File: src/rtl/fifo_ctrl_if.sv
// fifo_ctrl_if: handshake and addressing bundle between a producer/consumer
// pair and the fifo_ctrl pointer/flag controller.
//   wr, rd          push / pop requests (level, sampled each clk)
//   wr_en           reg_file write enable
//   w_addr, r_addr  reg_file write / read addresses (write / read pointers)
//   full, empty     occupancy flags
//   count           occupancy, 0..2**ADDR_WIDTH
// The master modport is the producer/consumer side; slave is the controller.
interface fifo_ctrl_if #(
    parameter int ADDR_WIDTH = 2
);
    logic                  wr;
    logic                  rd;
    logic                  wr_en;
    logic [ADDR_WIDTH-1:0] w_addr;
    logic [ADDR_WIDTH-1:0] r_addr;
    logic                  full;
    logic                  empty;
    logic [ADDR_WIDTH:0]   count;

    modport master (
        output wr, rd,
        input  wr_en, w_addr, r_addr, full, empty, count
    );

    modport slave (
        input  wr, rd,
        output wr_en, w_addr, r_addr, full, empty, count
    );
endinterface

File: src/rtl/fifo_ctrl.sv
// fifo_ctrl: pointer and flag controller that runs an external reg_file
// (write port plus asynchronous read port) as a circular FIFO of depth
// 2**ADDR_WIDTH. Data never passes through this block.
//   clk    system clock, rising edge
//   rst_n  asynchronous active-low reset
//   bus    fifo_ctrl_if slave: wr/rd requests in; wr_en, w_addr, r_addr,
//          full, empty and count out
module fifo_ctrl #(
    parameter int ADDR_WIDTH = 2
) (
    input  logic       clk,
    input  logic       rst_n,
    fifo_ctrl_if.slave bus
);
    localparam logic [ADDR_WIDTH:0]   CNT_DEPTH = {1'b1, {ADDR_WIDTH{1'b0}}};
    localparam logic [ADDR_WIDTH:0]   CNT_ONE   = {{ADDR_WIDTH{1'b0}}, 1'b1};
    localparam logic [ADDR_WIDTH-1:0] PTR_ONE   = {{(ADDR_WIDTH-1){1'b0}}, 1'b1};

    logic [ADDR_WIDTH-1:0] w_ptr;
    logic [ADDR_WIDTH-1:0] r_ptr;
    logic [ADDR_WIDTH:0]   cnt;
    logic                  full_q;
    logic                  empty_q;
    logic                  wr_ok;
    logic                  rd_ok;
    logic [ADDR_WIDTH:0]   cnt_inc;
    logic [ADDR_WIDTH:0]   cnt_dec;

    // A push into a full FIFO is still accepted when a pop happens in the
    // same cycle: the head slot is freed at the same edge the new word lands.
    // Both accepts are held off while reset is asserted so wr_en stays low.
    always_comb begin
        rd_ok   = bus.rd & ~empty_q & rst_n;
        wr_ok   = bus.wr & (~full_q | bus.rd) & rst_n;
        cnt_inc = cnt + CNT_ONE;
        cnt_dec = cnt - CNT_ONE;
    end

    assign bus.wr_en  = wr_ok;
    assign bus.w_addr = w_ptr;
    assign bus.r_addr = r_ptr;
    assign bus.full   = full_q;
    assign bus.empty  = empty_q;
    assign bus.count  = cnt;

    always_ff @(posedge clk or negedge rst_n) begin
        if (!rst_n) begin
            w_ptr   <= '0;
            r_ptr   <= '0;
            cnt     <= '0;
            full_q  <= 1'b0;
            empty_q <= 1'b1;
        end else begin
            unique case ({wr_ok, rd_ok})
                2'b10: begin
                    w_ptr   <= w_ptr + PTR_ONE;
                    cnt     <= cnt_inc;
                    empty_q <= 1'b0;
                    full_q  <= (cnt_inc == CNT_DEPTH);
                end
                2'b01: begin
                    r_ptr   <= r_ptr + PTR_ONE;
                    cnt     <= cnt_dec;
                    full_q  <= 1'b0;
                    empty_q <= (cnt_dec == '0);
                end
                2'b11: begin
                    w_ptr <= w_ptr + PTR_ONE;
                    r_ptr <= r_ptr + PTR_ONE;
                end
                default: ;
            endcase
        end
    end
endmodule

File: src/flat_wrapper.sv
// flat-port wrapper written by rule: the top's interface ports become plain ports
module fifo_ctrl_flat 
#(
    parameter int ADDR_WIDTH = 2
)
  (clk, rst_n, bus_wr, bus_rd, bus_wr_en, bus_w_addr, bus_r_addr, bus_full, bus_empty, bus_count);
  fifo_ctrl_if #(.ADDR_WIDTH(ADDR_WIDTH)) bus_i ();
  input  logic clk;
  input  logic rst_n;
  input wire logic [$bits(bus_i.wr)-1:0] bus_wr;
  input wire logic [$bits(bus_i.rd)-1:0] bus_rd;
  output wire logic [$bits(bus_i.wr_en)-1:0] bus_wr_en;
  output wire logic [$bits(bus_i.w_addr)-1:0] bus_w_addr;
  output wire logic [$bits(bus_i.r_addr)-1:0] bus_r_addr;
  output wire logic [$bits(bus_i.full)-1:0] bus_full;
  output wire logic [$bits(bus_i.empty)-1:0] bus_empty;
  output wire logic [$bits(bus_i.count)-1:0] bus_count;
  assign bus_i.wr = bus_wr;
  assign bus_i.rd = bus_rd;
  assign bus_wr_en = bus_i.wr_en;
  assign bus_w_addr = bus_i.w_addr;
  assign bus_r_addr = bus_i.r_addr;
  assign bus_full = bus_i.full;
  assign bus_empty = bus_i.empty;
  assign bus_count = bus_i.count;
  fifo_ctrl #(.ADDR_WIDTH(ADDR_WIDTH)) u_core (.clk(clk), .rst_n(rst_n), .bus(bus_i));
endmodule
File: config.mk
export PLATFORM = sky130hd
export DESIGN_NAME = fifo_ctrl_flat
export DESIGN_NICKNAME = d
export VERILOG_FILES = /design/src/rtl/fifo_ctrl_if.sv /design/src/rtl/fifo_ctrl.sv /design/src/flat_wrapper.sv
export SDC_FILE = /design/constraint.sdc
export NUM_CORES = 1
export LEC_CHECK = 0
export BUFFER_PORTS_ARGS = -buffer_cell sky130_fd_sc_hd__clkbuf_2
export CAP_MARGIN = 5
export CORE_ASPECT_RATIO = 0.75
export CORE_UTILIZATION = 29
export CTS_CLUSTER_SIZE = 28
export DETAILED_ROUTE_END_ITERATION = 8
export GPL_ROUTABILITY_DRIVEN = 0
export GPL_TIMING_DRIVEN = 0
export HOLD_SLACK_MARGIN = 0.1
export PLACE_DENSITY = 0.61
export SLEW_MARGIN = 20
export SYNTH_ARGS = -nofsm -noshare
export SYNTH_HDL_FRONTEND = slang
export SYNTH_SLANG_ARGS = --single-unit
File: constraint.sdc
create_clock -name clk -period 1.9 [get_ports clk]
set_input_delay 0.19 -clock clk [delete_from_list [all_inputs] [get_ports clk]]
set_output_delay 0.19 -clock clk [all_outputs]
set_load 0.005 [all_outputs]
==> results of run 1 <==
## stage by stage
step / instances / util, % / total power (W) / area [µm²]
finish: 85 / 41.3 / 0.000901 / 651
global route: 85 / 41.3 / 0.00101 / 651
CTS: 85 / 41.1 / 0.000925 / 648
detailed placement: 80 / 38.8 / 0.000765 / 612
global placement: 80 / 38.8 / 0.000758 / 612
floorplan: 46 / - / 0.000624 / 520
## synth_stat cells, drive strengths merged
library cell  number  area share (%)
dfrtp              8              38
o2111ai            1             2.9
dfstp              1             5.0
nor3b              1             2.4
nor2b              1             1.2
o311ai             1             1.7
nand2              4             2.9
inv                5             3.6
nand2b             1             1.2
nand3              1            0.96
o211ai             1             4.1
xnor2              7              12
o21ai              5             4.8
ha                 6              14
buf                1             2.2
and3b              1             1.7
nor2               1            0.72
## logic make-up after synthesis
group | Yosys count | share of synthesized area, %
adder cells (fa/ha/maj) | 6 | 14.4
AND/OR/NAND/NOR | 10 | 11.1
XOR/XNOR | 7 | 11.8
buffers and inverters | 6 | 5.77
AO/OA/AOI/OAI | 8 | 13.5
flip-flops | 9 | 43.5
## metal layers
layer	up-vias	GRT usage (%)
met2	10	14.5
met1	155	14.6
met4	0	6.25
met3	0	7.45
li1	189	-
met5	-	0
## sequential cells by signal (all words and copies together), names as in the netlist
name and count:
u_core.bus.r_addr 2, u_core.bus.count 3, u_core.bus.w_addr 2, u_core.bus.empty 1, u_core.bus.full 1
## cell type report
| cell class | count | share of cell area, % |
|---|---|---|
| Buffer | 1 | 1.73 |
| Clock buffer | 4 | 4.04 |
| Timing Repair Buffer | 14 | 11.9 |
| Inverter | 5 | 2.88 |
| Sequential cell | 9 | 34.8 |
| Tap cell | 21 | 4.04 |
| Multi-Input combinational cell | 31 | 40.6 |
## worst paths after layout
check	startpoint	end	slack (ns)	cells past startpoint
worst min-delay path	bus_wr	u_core.bus.w_addr[1]	0.24	3
min in group asynchronous	rst_n	u_core.bus.r_addr[1]	0.33	2
worst max-delay path	rst_n	u_core.bus.count[2]	0.15	8
worst min register to register	u_core.bus.w_addr[1]	u_core.bus.w_addr[1]	0.47	1
max in group asynchronous	rst_n	u_core.bus.empty	1.33	2
worst max register to register	u_core.bus.empty	u_core.bus.count[2]	0.34	6
## timing repair
item,4_1_cts,5_1_grt
buffers inserted,0,0
endpoints found under the setup margin,0,1
hold buffers,1,0
resized for setup,0,2
hold endpoints to repair,9,0
## critical path, cell delays in order
cell,delay (ns)
dlygate4sd3_1,0.53
clkbuf_4,0.22
and3b_1,0.23
ha_1,0.29
buf_6,0.14
nor3b_2,0.15
o21ai_1,0.07
o311ai_1,0.09
## power groups by stage
stage | clock network [W] | registers (W) | logic, W
floorplan | 0 | 0.000375 | 0.000248
global placement | 0 | 0.000376 | 0.000382
CTS | 0.000160 | 0.000374 | 0.000392
finish | 0.000148 | 0.000372 | 0.000382
global route | 0.000170 | 0.000390 | 0.000447
detailed placement | 0 | 0.000377 | 0.000387
==> run metrics, run 1 <==
Max Fclk=between 0.5 and 0.6 GHz; Clock Power Share=about 16%; die height=approximately 39 µm; Sw Share=between 30 and 40%; clk buf depth=2; Routed Antenna Nets=0; Post-Place Worst Slack=between 0.3 and 0.4 ns; Crit Path Category=in -> reg; # IOs=14; uppermost layer routed=met3; Metal-1 WL=roughly 430 µm; DR vias=about 350; Worst-Skew Late Latency=around 0.26 ns; Int Pwr=between 0.0005 and 0.0006 W; hold_ws=0.237 ns; metal2 WL=roughly 340 µm; clock skew=~0.00046 ns; commonest non-fill, non-tap cell in the layout=clkbuf_2; multi-input gate area in the final layout=roughly 260 µm²; core area=~0.0016 mm²; Min Clock Period, post-route=around 1.8 ns; yosys warns=0; Avg Cell Area, Syn=roughly 11 µm²; RSZ-0062 raised after global routing=no; final setup TNS=0 ns; outcome=complete, no violations; combinational fraction of design power=between 40% and 50%; DR WL met3=65 µm; register area=226 µm²; synth unique cells=19; max-slew violations=0; Initial DRC Count=5; FF+latch count, synth=9; wirelength, routed=around 830 µm; cell leakage power=a little over 0.3 nW; Net Sw Power=roughly 0.00032 W; Post-Syn Area=approximately 520 µm²; final hold violation count=0; Remaining DRCs=0; max_cap viols=0; CTS clk-pin slew, worst paths=around 0.060 ns; total CTS buffers=3; Final setup viols=0; Worst setup EP type=flip-flop; final worst path period share=92.1%; ANT cells=0; most frequent cells in the layout=12 x clkbuf_2, 8 x dfrtp_1, 7 x xnor2_1, 6 x ha_1; first-pass GRT wire length=1490 µm; die area=0.00197 mm²; Root Buffer Master=clkbuf_4; Synth Net Count=56; post-DR wirelength/cell=9.80 µm; htree depth=1; grt total ovfl=0; Worst setup SP type=primary input; worst-margin pin slew=approximately 0.26 ns; Mapped Cells=46; I/O Buffers=13; initial antenna violation count=0; Pwr Density=1390 mW/mm²; Area Overhead vs Synth=25.0%; post-synthesis sequential area ratio=roughly 44%; CP arrival=around 1.9 ns; starting density of the core=approximately 33%; nets@finish=75; Die X=between 50 and 60 µm; Crit Path Max Fanout=12; # fillers=~170; worst hold path class=in -> reg; worst vdd ir=566 µV; maximum number of pins on one net before global-route repair=13; share of layout cells above drive strength 1=around a third; drt first pass iters=2; global-route usage over all layers=11.6%; vias in the first global route=roughly 320; Via density=around 4.2; FP Rows=12; CTS tree=yes; Final HPWL DP=638 µm; sequential power share=between 40% and 50%; final worst slack=between 0.1 and 0.15 ns; relative slew slack=between 80% and 90%; clk sink count=9; Req. time, crit path=about 2 ns
Power figures use the tool's default switching activity.
==> run 2: changes to the inputs <==
--- a/config.mk
+++ b/config.mk
@@ -7,14 +7,13 @@
 export LEC_CHECK = 0
 export BUFFER_PORTS_ARGS = -buffer_cell sky130_fd_sc_hd__clkbuf_2
 export CAP_MARGIN = 5
-export CORE_ASPECT_RATIO = 0.75
-export CORE_UTILIZATION = 29
+export CORE_UTILIZATION = 40
 export CTS_CLUSTER_SIZE = 28
 export DETAILED_ROUTE_END_ITERATION = 8
 export GPL_ROUTABILITY_DRIVEN = 0
 export GPL_TIMING_DRIVEN = 0
 export HOLD_SLACK_MARGIN = 0.1
-export PLACE_DENSITY = 0.61
+export PLACE_DENSITY = 0.76
 export SLEW_MARGIN = 20
 export SYNTH_ARGS = -nofsm -noshare
 export SYNTH_HDL_FRONTEND = slang
==> run 2 against run 1 <==
Against the previous run:
- hold slack gained 0.013 ns
- cell count fell by 8.2%
- combinational power grew 1%
- maximum frequency decreased by 1.6%
- power grew 0.83%
- sequential power barely moved
- clock-buffer cell count stayed put
- non-clock buffer count did not move
- first-iteration DRC count down 20%
- via count grew 6.2%
==> run metrics, run 2 (synthesized netlist as in run 1, its figures left out) <==
initial antenna violation count=0; Max Fclk=0.562 GHz; max reg flops=3; sequential power share=around two fifths; most frequent cells in the layout=12 x clkbuf_2, 8 x dfrtp_1, 7 x xnor2_1, 6 x ha_1; worst-margin pin slew=around 0.29 ns; FP Rows=12; Worst-Skew Late Latency=around 0.26 ns; design area=around 640 µm²; Min Clock Period, post-route=1.78 ns; number of setup buffers added after CTS=0; max_cap viols=0; drt first pass iters=4; critical path cell sequence=dlygate4sd3_1, buf_2, and3b_1, ha_1, buf_6, nor3b_2, o21ai_1, o311ai_1; Via density=4.82; final worst slack=~0.12 ns; Remaining DRCs=0; # IOs=14; worst vdd ir=699 µV; total CTS buffers=3; Int Pwr=a little under 0.0006 W; Post-Layout Cell Count=78; htree depth=1; RSZ-0062 raised after global routing=no; Crit Path Max Fanout=12; die height=38.1 µm; worst hold path class=in -> reg; Worst setup EP type=flip-flop; wirelength, routed=approximately 900 µm; Req. time, crit path=2.06 ns; cell area after placement=between 600 and 700 µm²; global-route usage over all layers=between 10% and 20%; Post-Place Worst Slack=about 0.32 ns; Pwr Density=1420 mW/mm²; clk sink count=9; core area=between 0.001 and 0.0015 mm²; post-DR wirelength/cell=~12 µm; vias in the first global route=roughly 340; clock skew=approximately 0.0014 ns; Worst setup SP type=primary input; CP arrival=just under 2 ns; max-slew violations=0; Routed Antenna Nets=0; Clock Power Share=16.5%; DR vias=376; outcome=complete, no violations; ANT cells=0; Initial DRC Count=4; maximum number of pins on one net before global-route repair=13; first-pass GRT wire length=1480 µm; overall power=0.000909 W; share of layout cells above drive strength 1=roughly 34%; Bufs and invs on worst path=3; Crit Path Category=in -> reg; Die X=between 30 and 40 µm; combinational fraction of design power=between 40 and 50%; Area Overhead vs Synth=22.8%; Net Sw Power=roughly 0.00033 W; Root Buffer Master=clkbuf_4; CTS clk-pin slew, worst paths=approximately 0.060 ns; final worst path period share=between 90% and 100%; cell leakage power=0.308 nW; dpl cells=between 70 and 80; starting density of the core=45.0%; Final HPWL DP=668 µm; grt total ovfl=0; clk buf depth=2; I/O Buffers=13; Slowest-stage cell, CP=dlygate4sd3_1; crit-path leading delay family=buffers and inverters; relative slew slack=slightly above 80%; final hold violation count=0; Sw Share=a little over a third; Final setup viols=0; commonest non-fill, non-tap cell in the layout=clkbuf_2; CTS tree=yes; nets@finish=75; final setup TNS=0 ns; slowest stage delay, CP=between 0.5 and 0.6 ns; die area=0.00145 mm²
[run 2: cell count changes in the layout (fill, tap and decap cells not counted)]
cell      previous run  this run
clkbuf_4             4         3
buf_2                0         1
[run 2: per-layer routing]
layer | wire length (µm) | vias up | GRT usage (%)
met5 | 0 | - | 0
li1 | - | 190 | -
met3 | 26 | 2 | 5.23
met4 | 17 | 0 | 13.4
met1 | 419 | 173 | 18.0
met2 | 440 | 11 | 23.7
[run 2: worst reg2reg max path, cell delays in order (launching register included)]
cell and delay, ns:
dfstp_2 0.55, and3b_1 0.20, ha_1 0.29, buf_6 0.14
nor3b_2 0.15, o21ai_1 0.07, o311ai_1 0.09
[run 2: path summary, 6_finish.rpt]
check                                     start              endpoint  slack (ns)  depth (start not counted)
min reg2reg                u_core.bus.w_addr[1]  u_core.bus.w_addr[1]        0.47                          1
max reg2reg                    u_core.bus.empty   u_core.bus.count[2]        0.31                          6
max                                       rst_n   u_core.bus.count[2]        0.12                          8
max in group asynchronous                 rst_n      u_core.bus.empty        1.28                          2
min in group asynchronous                 rst_n  u_core.bus.w_addr[0]        0.34                          2
min                                      bus_wr  u_core.bus.w_addr[1]        0.25                          3
[run 2: repair_timing]
action | in CTS | in global routing
gates resized for setup | 0 | 1
hold buffers | 1 | 0
endpoints found under the setup margin | 0 | 1
endpoints found under the hold margin | 9 | 0
[run 2: power groups by stage]
| stage | Combinational (W) | Clock, W | Sequential, W |
|---|---|---|---|
| finish | 0.000386 | 0.000150 | 0.000373 |
| global route | 0.000439 | 0.000166 | 0.000388 |
| CTS | 0.000393 | 0.000155 | 0.000376 |
| detailed placement | 0.000387 | 0 | 0.000378 |
| global placement | 0.000375 | 0 | 0.000375 |
| floorplan | 0.000248 | 0 | 0.000375 |
[run 2: layout make-up]
cell class                      instances  area (µm²)
Sequential cell                         9         226
Timing Repair Buffer                   14        75.1
Tap cell                               14        17.5
Clock buffer                            4        26.3
Multi-Input combinational cell         31         264
Buffer                                  1        11.3
Fill cell                             102         517
Inverter                                5        18.8
[run 2: per-stage QoR]
step | hold slack [ns] | util (%)
2_1_floorplan | -0.106 | -
3_3_place_gp | 0.0908 | 52.2
3_5_place_dp | 0.0926 | 52.2
4_1_cts | 0.245 | 55.3
5_1_grt | 0.245 | 55.3
6_report | 0.249 | 55.3
==> run 3: changes to the inputs <==
--- a/config.mk
+++ b/config.mk
@@ -5,7 +5,7 @@
 export SDC_FILE = /design/constraint.sdc
 export NUM_CORES = 1
 export LEC_CHECK = 0
-export BUFFER_PORTS_ARGS = -buffer_cell sky130_fd_sc_hd__clkbuf_2
+export BUFFER_PORTS_ARGS = -buffer_cell sky130_fd_sc_hd__buf_2
 export CAP_MARGIN = 5
 export CORE_UTILIZATION = 40
 export CTS_CLUSTER_SIZE = 28
==> run 3 against run 2 <==
Against the previous run:
- clock power about the same
- wire length decreased by 0.55%
- power decreased by 0.43%
- core utilization unchanged
- flip-flop and latch count unchanged
- die area unchanged
- sequential share of layout area unchanged
- setup slack improved by 0.022 ns
- clock-buffer cell count unchanged
- critical path type unchanged
- largest cell class unchanged
- combinational power about the same
- final area unchanged
- non-clock buffer count unchanged
- largest power group unchanged
==> run metrics, run 3 (synthesized netlist as in run 1, its figures left out) <==
Final setup viols=0; cell leakage power=0.309 nW; Initial DRC Count=2; nets@finish=75; Via density=roughly 4.8; Int Pwr=between 0.0005 and 0.0006 W; starting density of the core=between 40% and 50%; Area Overhead vs Synth=22.8%; final worst path period share=between 90% and 100%; slowest stage delay, CP=0.52 ns; FP Rows=12; most frequent cells in the layout=13 x buf_2, 8 x dfrtp_1, 7 x xnor2_1, 6 x ha_1; I/O Buffers=13; # fillers=99; Root Buffer Master=clkbuf_4; worst-margin pin slew=~0.28 ns; Max Fclk=0.569 GHz; outcome=complete, no violations; relative slew slack=around 81%; Pwr Density=around 1400 mW/mm²; sequential power share=between 40% and 50%; final setup TNS=0 ns; CTS tree=yes; post-DR wirelength/cell=roughly 12 µm; DR vias=between 300 and 400; Final HPWL DP=662 µm; CP arrival=between 1.5 and 2 ns; cts repair resizes=0; R2R cell count=6; crit-path leading delay family=buffers and inverters; # IOs=14; hold_buf cts=1; initial antenna violation count=0; max reg flops=3; Req. time, crit path=just over 2 ns; Sw Share=a little over a third; maximum number of pins on one net before global-route repair=13; clk buf depth=2; Worst-Skew Late Latency=between 0.2 and 0.3 ns; max_cap viols=0; ANT cells=0; Slowest-stage cell, CP=dlygate4sd3_1; hold_ws=0.248 ns; capture point of the worst reg-to-reg path=u_core.bus.count[2]; wirelength, routed=approximately 900 µm; Net Sw Power=~0.00033 W; worst vdd ir=roughly 640 µV; Hold Path Depth=3; number of setup buffers added after CTS=0; die area=roughly 0.0014 mm²; Crit Path Max Fanout=12; clk sink count=9; internal reg-to-reg setup slack=~0.33 ns; Worst setup SP type=primary input; share of layout cells above drive strength 1=34.4%; first-pass GRT wire length=around 1400 µm; multi-input gate area in the final layout=264 µm²; core area=~0.0012 mm²; total CTS buffers=3; die height=roughly 38 µm; Crit Path Category=in -> reg; clock skew=approximately 0.00036 ns; Critical R2R Launch=u_core.bus.empty; Remaining DRCs=0; combinational fraction of design power=between 40% and 50%; global-route usage over all layers=between 15 and 20%; htree depth=1; Worst Hold Path EP=u_core.bus.w_addr[1]; Die X=about 38 µm; CTS clk-pin slew, worst paths=about 0.060 ns; worst hold path class=in -> reg; vias in the first global route=352; commonest non-fill, non-tap cell in the layout=buf_2; max-slew violations=0; register area=roughly 230 µm²; Clock Power Share=approximately 17%; Routed Antenna Nets=0; RSZ-0062 raised after global routing=no; critical path cell sequence=dlygate4sd3_1, buf_2, and3b_1, ha_1, buf_6, nor3b_2, o21ai_1, o311ai_1; Worst setup EP type=flip-flop; Min Clock Period, post-route=1.76 ns; min-delay src=bus_wr; final hold violation count=0; drt first pass iters=4; Bufs and invs on worst path=3; grt total ovfl=0
run 3: worst max-delay path by stage:
stage,cells past startpoint,startpoint,slack [ns],end
after floorplan,6,u_core.bus.empty,0.40,u_core.bus.count[2]
after global placement,6,u_core.bus.empty,0.37,u_core.bus.count[2]
after detailed placement,6,u_core.bus.empty,0.33,u_core.bus.count[2]
after CTS,8,rst_n,0.11,u_core.bus.count[2]
after global routing,8,rst_n,0.04,u_core.bus.count[2]
final,8,rst_n,0.14,u_core.bus.count[2]
run 3: area by class of cell:
type / instances / share of cell area, %
multi-input cells: 31 / 41.3
flip-flops and latches: 9 / 35.4
repair buffers: 14 / 11.7
clock buffers: 4 / 4.11
inverters: 5 / 2.94
well taps: 14 / 2.74
plain buffers: 1 / 1.76
run 3: through the flow:
step	worst slack (ns)	utilization [%]	std cells	power [W]	cell area, µm²
2_1_floorplan	0.396	-	46	0.000624	520
6_report	0.143	55.3	78	0.000905	639
5_1_grt	0.0361	55.3	78	0.000989	639
4_1_cts	0.111	55.3	78	0.000920	639
3_3_place_gp	0.368	52.2	73	0.000747	603
3_5_place_dp	0.327	52.2	73	0.000762	603
run 3: power by group through the flow:
| stage | Clock [W] | Combinational, W | Sequential, W |
|---|---|---|---|
| after floorplan | 0 | 0.000248 | 0.000375 |
| after global placement | 0 | 0.000376 | 0.000371 |
| after detailed placement | 0 | 0.000387 | 0.000375 |
| after CTS | 0.000155 | 0.000393 | 0.000372 |
| after global routing | 0.000166 | 0.000437 | 0.000385 |
| final | 0.000149 | 0.000386 | 0.000370 |
run 3: layer usage:
metal / share of wire, % / wire length, µm / vias to the layer above / track usage (%)
li1: - / - / 190 / -
met1: 46 / 413 / 169 / 17.3
met2: 48 / 432 / 11 / 23.3
met3: 4.0 / 36 / 2 / 5.23
met4: 1.9 / 17 / 0 / 13.4
met5: 0 / 0 / - / 0
run 3: worst min-delay path: cells and delay by family:
family	cells	cell delay (ns)
AOI/OAI and AO/OA	1	0.09
xor gates and xnor gates	1	0.06
buffers and inverters	1	0.13
